[config.mk]
export PLATFORM = sky130hd
export DESIGN_NAME = bicubic_phase_sequencer
export DESIGN_NICKNAME = d
export VERILOG_FILES = /design/src/rtl/bicubic_pkg.sv /design/src/rtl/bicubic_phase_sequencer.sv
export SDC_FILE = /design/constraint.sdc
export NUM_CORES = 1
export LEC_CHECK = 0
export BUFFER_PORTS_ARGS = -buffer_cell sky130_fd_sc_hd__buf_2
export CAP_MARGIN = 10
export CORE_MARGIN = 4
export CORE_UTILIZATION = 45
export CTS_CLUSTER_DIAMETER = 80
export DETAILED_ROUTE_END_ITERATION = 8
export GPL_ROUTABILITY_DRIVEN = 0
export PLACE_DENSITY_LB_ADDON = 0.3
export SLEW_MARGIN = 0
export SYNTH_ARGS = -nofsm -noshare
export SYNTH_HDL_FRONTEND = slang
export SYNTH_SLANG_ARGS = --single-unit
[constraint.sdc]
create_clock -name clk -period 5 [get_ports clk]
set_input_delay 0.5 -clock clk [delete_from_list [all_inputs] [get_ports clk]]
set_output_delay 0.5 -clock clk [all_outputs]
set_load 0.02 [all_outputs]
[src/rtl/bicubic_pkg.sv]
// Shared constants and FSM state type for the bicubic 4x upscaler phase sequencer.
package bicubic_pkg;

  localparam int PHASE_W       = 2;
  localparam int SCALE         = 4;
  localparam int DEFAULT_DIM_W = 11;

  typedef enum logic [1:0] {
    ST_IDLE = 2'd0,
    ST_RUN  = 2'd1,
    ST_DONE = 2'd2
  } seq_state_t;

endpackage

[src/rtl/bicubic_phase_sequencer.sv]
// Walks every (src_y, iy, src_x, ix) phase beat of one upscaled frame and hands
// the window centre plus weight-ROM phase address downstream under valid/ready.
module bicubic_phase_sequencer
  import bicubic_pkg::*;
#(
  parameter int DIM_W = DEFAULT_DIM_W
) (
  input  logic               clk,
  input  logic               rst,
  input  logic               start,
  input  logic [DIM_W-1:0]   src_width,
  input  logic [DIM_W-1:0]   src_height,
  output logic               busy,
  output logic               done,
  output logic               out_valid,
  input  logic               out_ready,
  output logic [PHASE_W-1:0] ix,
  output logic [PHASE_W-1:0] iy,
  output logic [DIM_W-1:0]   src_x,
  output logic [DIM_W-1:0]   src_y,
  output logic               sof,
  output logic               eol,
  output logic               eof
);

  localparam logic [PHASE_W-1:0] PHASE_LAST = PHASE_W'(SCALE - 1);

  seq_state_t         state;
  logic [DIM_W-1:0]   width_lat;
  logic [DIM_W-1:0]   height_lat;

  logic               ix_last, iy_last, sx_last, sy_last;
  logic [PHASE_W-1:0] next_ix, next_iy;
  logic [DIM_W-1:0]   next_sx, next_sy;
  logic               next_eol, next_eof;

  // Nested wrap/carry of the four counters, plus the line/frame flags of the
  // beat that follows, so those flags can be registered alongside it.
  always_comb begin
    ix_last  = (ix == PHASE_LAST);
    iy_last  = (iy == PHASE_LAST);
    sx_last  = (src_x == width_lat - DIM_W'(1));
    sy_last  = (src_y == height_lat - DIM_W'(1));
    next_ix  = ix_last ? '0 : ix + PHASE_W'(1);
    next_sx  = src_x;
    next_iy  = iy;
    next_sy  = src_y;
    if (ix_last) begin
      next_sx = sx_last ? '0 : src_x + DIM_W'(1);
      if (sx_last) begin
        next_iy = iy_last ? '0 : iy + PHASE_W'(1);
        if (iy_last) begin
          next_sy = sy_last ? '0 : src_y + DIM_W'(1);
        end
      end
    end
    next_eol = (next_sx == width_lat - DIM_W'(1)) && (next_ix == PHASE_LAST);
    next_eof = next_eol && (next_sy == height_lat - DIM_W'(1)) && (next_iy == PHASE_LAST);
  end

  // A zero-sized frame spends an extra DONE cycle with done low so the pulse
  // lands one cycle after busy rises; a real frame enters DONE with done set.
  always_ff @(posedge clk or posedge rst) begin
    if (rst) begin
      state      <= ST_IDLE;
      width_lat  <= '0;
      height_lat <= '0;
      busy       <= 1'b0;
      done       <= 1'b0;
      out_valid  <= 1'b0;
      ix         <= '0;
      iy         <= '0;
      src_x      <= '0;
      src_y      <= '0;
      sof        <= 1'b0;
      eol        <= 1'b0;
      eof        <= 1'b0;
    end else begin
      case (state)
        ST_IDLE: begin
          done <= 1'b0;
          if (start) begin
            width_lat  <= src_width;
            height_lat <= src_height;
            busy       <= 1'b1;
            ix         <= '0;
            iy         <= '0;
            src_x      <= '0;
            src_y      <= '0;
            eol        <= 1'b0;
            eof        <= 1'b0;
            if (src_width == '0 || src_height == '0) begin
              state     <= ST_DONE;
              out_valid <= 1'b0;
              sof       <= 1'b0;
            end else begin
              state     <= ST_RUN;
              out_valid <= 1'b1;
              sof       <= 1'b1;
            end
          end
        end
        ST_RUN: begin
          if (out_valid && out_ready) begin
            if (eof) begin
              state     <= ST_DONE;
              out_valid <= 1'b0;
              done      <= 1'b1;
              ix        <= '0;
              iy        <= '0;
              src_x     <= '0;
              src_y     <= '0;
              sof       <= 1'b0;
              eol       <= 1'b0;
              eof       <= 1'b0;
            end else begin
              ix    <= next_ix;
              iy    <= next_iy;
              src_x <= next_sx;
              src_y <= next_sy;
              sof   <= 1'b0;
              eol   <= next_eol;
              eof   <= next_eof;
            end
          end
        end
        ST_DONE: begin
          if (done) begin
            done  <= 1'b0;
            busy  <= 1'b0;
            state <= ST_IDLE;
          end else begin
            done <= 1'b1;
          end
        end
        default: begin
          state <= ST_IDLE;
        end
      endcase
    end
  end

endmodule

==> impl_metrics.ini <==
[global_routing]
grt_max_degree = 57
grt-ovfl-total = 0
grt_use_total_pct = 22.7
grt_pass1_vias = 4765
grt_antenna_before_repair = 0
grt_pass1_wl_um = 24400

[placed_design]
postPlaceCellArea_sq_um = 5450
detailed_place_hpwl_um = 11100
numPortBuffers = 57

[critical_path]
critPathBufInv = 1
arrival_ns = 4.44
startpoint_type = flop
cpLargestDelayFamily = simple AND/OR/NAND/NOR gates
cp.depth = 12
rrSetupSlack_ns = 0.77
crit_slowest_cell = or4_1
critical-path-max-stage-delay_ns = 0.57
path_cells = inv_1, ha_1, or3b_4, or4_1, xnor2_1, nand4_2, or3_4, or3_1, xnor3_1, nor4b_1, nor3_1, o31ai_2
worstRegToRegCells = 12
critPathKind = flop to flop
end_kind = flop
crit_path_max_fanout = 31
cp.required_ns = 5.21

[clock_tree]
ctsHtreeMaxLevel = 2
cts-buffers-inserted = 5
cts-resized-gates = 0
post_cts_buffers = 0
cts.sinks = 56
clk_pin_slew_worst_paths_ns = 0.08
cts-root-buf = clkbuf_16
ctsHoldBuffers = 0
tritoncts = yes
clk_latency_ns = 0.31
clock_path_buffers = 2

[sta]
finalCritPeriodShare_pct = 84.5
hold_viol = 0
maxSlewViolCount = 0
slew_headroom_pct = 34.0
skew_ns = 0.0103
worst_pin_slew_ns = 0.987
setup-tns-final_ns = 0
finalSetupViolations = 0
fin_crit_ns = 4.23
max_freq_ghz = 0.237
rsz0062_at_grt = false

[floorplanning]
die_h_um = 115
coreArea_sq_um = 11000
core.rowCount = 38
dieArea_sq_um = 13200
die_w_um = 115
ioPinCount = 58
start_util_pct = 46.6

[detailed_routing]
ant_nets = 0
routedWlPerCell_um = 19.1
wl_um = 15000
viasPerCell = 6.46
remaining_drc_errors = 0
first_pass_iters = 7
vias = 5083
drt_iter0_markers = 639

[yosys]
syn_inst = 622
seq_area_frac_synth_pct = 27.3
synth.ff_latch_count = 56
yosys.cell_types.count = 81
syn-num-nets = 659
async_reset_ff_share_pct = 100
yosys_warnings = 0
netlist.area_leader.share_pct = 27.3
synth.area.top_cells = dfrtp_1, xnor2_1, mux2_2, nand2_1, o21ai_0
synth_top_area_cell = dfrtp_1
avgSynthCellArea_sq_um = 8.26
synth_area_sq_um = 5140
synth-edff-count = 0
synth_ff_type = dfrtp_1

[layout]
drive_gt1_share_pct = 18.4
finalNetCount = 683
num_antenna_cells = 0
layout_common_cells = buf_2, dfrtp_1, nand2_1, nor2_1, o21ai_0
final_area_sq_um = 5590
layout_commonest_cell = buf_2
utilization_pct = 50.7
area_growth_pct = 8.77

[power_and_ir_drop]
ir_drop_mv = 0.369
total_power_mw = 2.58
power.density_nw_per_um2 = 461
p_leak_nw = 2.26

[flow_run]
maxCapViolCount = 0

[status]
run_status = finished, final reports clean

[hold_path]
hold_path.class = input pin to async pin
-- metal layers --
metal | part of all wire (%) | track usage, % | vias up
li1 | - | - | 2369
met1 | 45 | 32.6 | 2428
met2 | 45 | 34.9 | 243
met3 | 7.3 | 3.47 | 43
met4 | 2.7 | 7.59 | 0
met5 | 0 | 0 | -
-- cell usage after synthesis (all sizes together) (4+ instances only) --
library cell  instances
a211oi                8
nor3b                12
dfrtp                56
or4                   6
o31ai                11
clkbuf               32
nor2                 46
and2                  7
nand2                51
inv                  18
nor4                 13
o21ai                36
a22o                  6
a22oi                 7
a31oi                 4
xor2                 16
o2111ai               4
or3                   8
a211o                 6
and3                  9
nor3                 26
nand3                28
nand4                13
or2                   5
a21oi                19
o22ai                 6
xnor2                35
mux2                 22
nand3b                5
ha                   11
o211ai                4
buf                  16
o41ai                 8
a21o                  4
nand2b               11
-- path summary, 6_finish.rpt --
path / from / to
min in group clk: src_height[3] / height_lat[3]$_DFFE_PP0P_
max in group asynchronous: rst / iy[1]$_DFFE_PP0P_
hold reg to reg: eol$_DFFE_PP0P_ / eol$_DFFE_PP0P_
setup reg to reg: width_lat[0]$_DFFE_PP0P_ / eof$_DFFE_PP0P_
setup / recovery: width_lat[0]$_DFFE_PP0P_ / eof$_DFFE_PP0P_
hold / removal: rst / src_x[10]$_DFFE_PP0P_
-- flip-flops by register name (all words and copies together) (netlist names) --
register    flops
eof             1
iy              2
width_lat      11
done            1
busy            1
src_x          11
eol             1
src_y          11
sof             1
state           2
out_valid       1
ix              2
height_lat     11
-- worst reg2reg max path, cell delays in order, from the launching register on --
cell and delay, ns:
dfrtp_1 0.47, inv_1 0.09, ha_1 0.19, or3b_4 0.41
or4_1 0.57, xnor2_1 0.27, nand4_2 0.19, or3_4 0.56
or3_1 0.47, xnor3_1 0.35, nor4b_1 0.25, nor3_1 0.10
o31ai_2 0.23
-- final cells by class --
class                           instances  area [sq um]
Clock buffer                            6           129
Tap cell                              140           175
Fill cell                            1082          5440
Multi-Input combinational cell        500          3460
Timing Repair Buffer                   65           345
Clock inverter                          2          13.8
Inverter                               18          67.6
Sequential cell                        56          1400
-- report_power, final --
group / total (mW) / internal (mW) / switching [mW] / leakage (nW)
Sequential: 0.830 / 0.570 / 0.260 / 0.720
Clock: 0.367 / 0.188 / 0.179 / 0.0712
Combinational: 1.38 / 0.591 / 0.787 / 1.47
Total: 2.58 / 1.35 / 1.23 / 2.26
-- logic make-up after synthesis --
logic type	after synthesis	share of synthesized area [%]
fa+ha+maj	11	2.68
mux	25	5.41
buf+inv	66	5.55
flops	56	27.3
xor+xnor	53	9.57
compound gates	150	20.9
simple gates	261	28.6
-- metrics by stage --
stage | cells | setup slack (ns) | hold slack (ns)
after CTS | 787 | 0.812 | 0.427
after global placement | 779 | 1.01 | 0.461
after global routing | 787 | 0.375 | 0.441
after floorplan | 622 | 1.32 | 0.531
final | 787 | 0.773 | 0.384
after detailed placement | 779 | 0.861 | 0.486
Power figures use the tool's default switching activity.
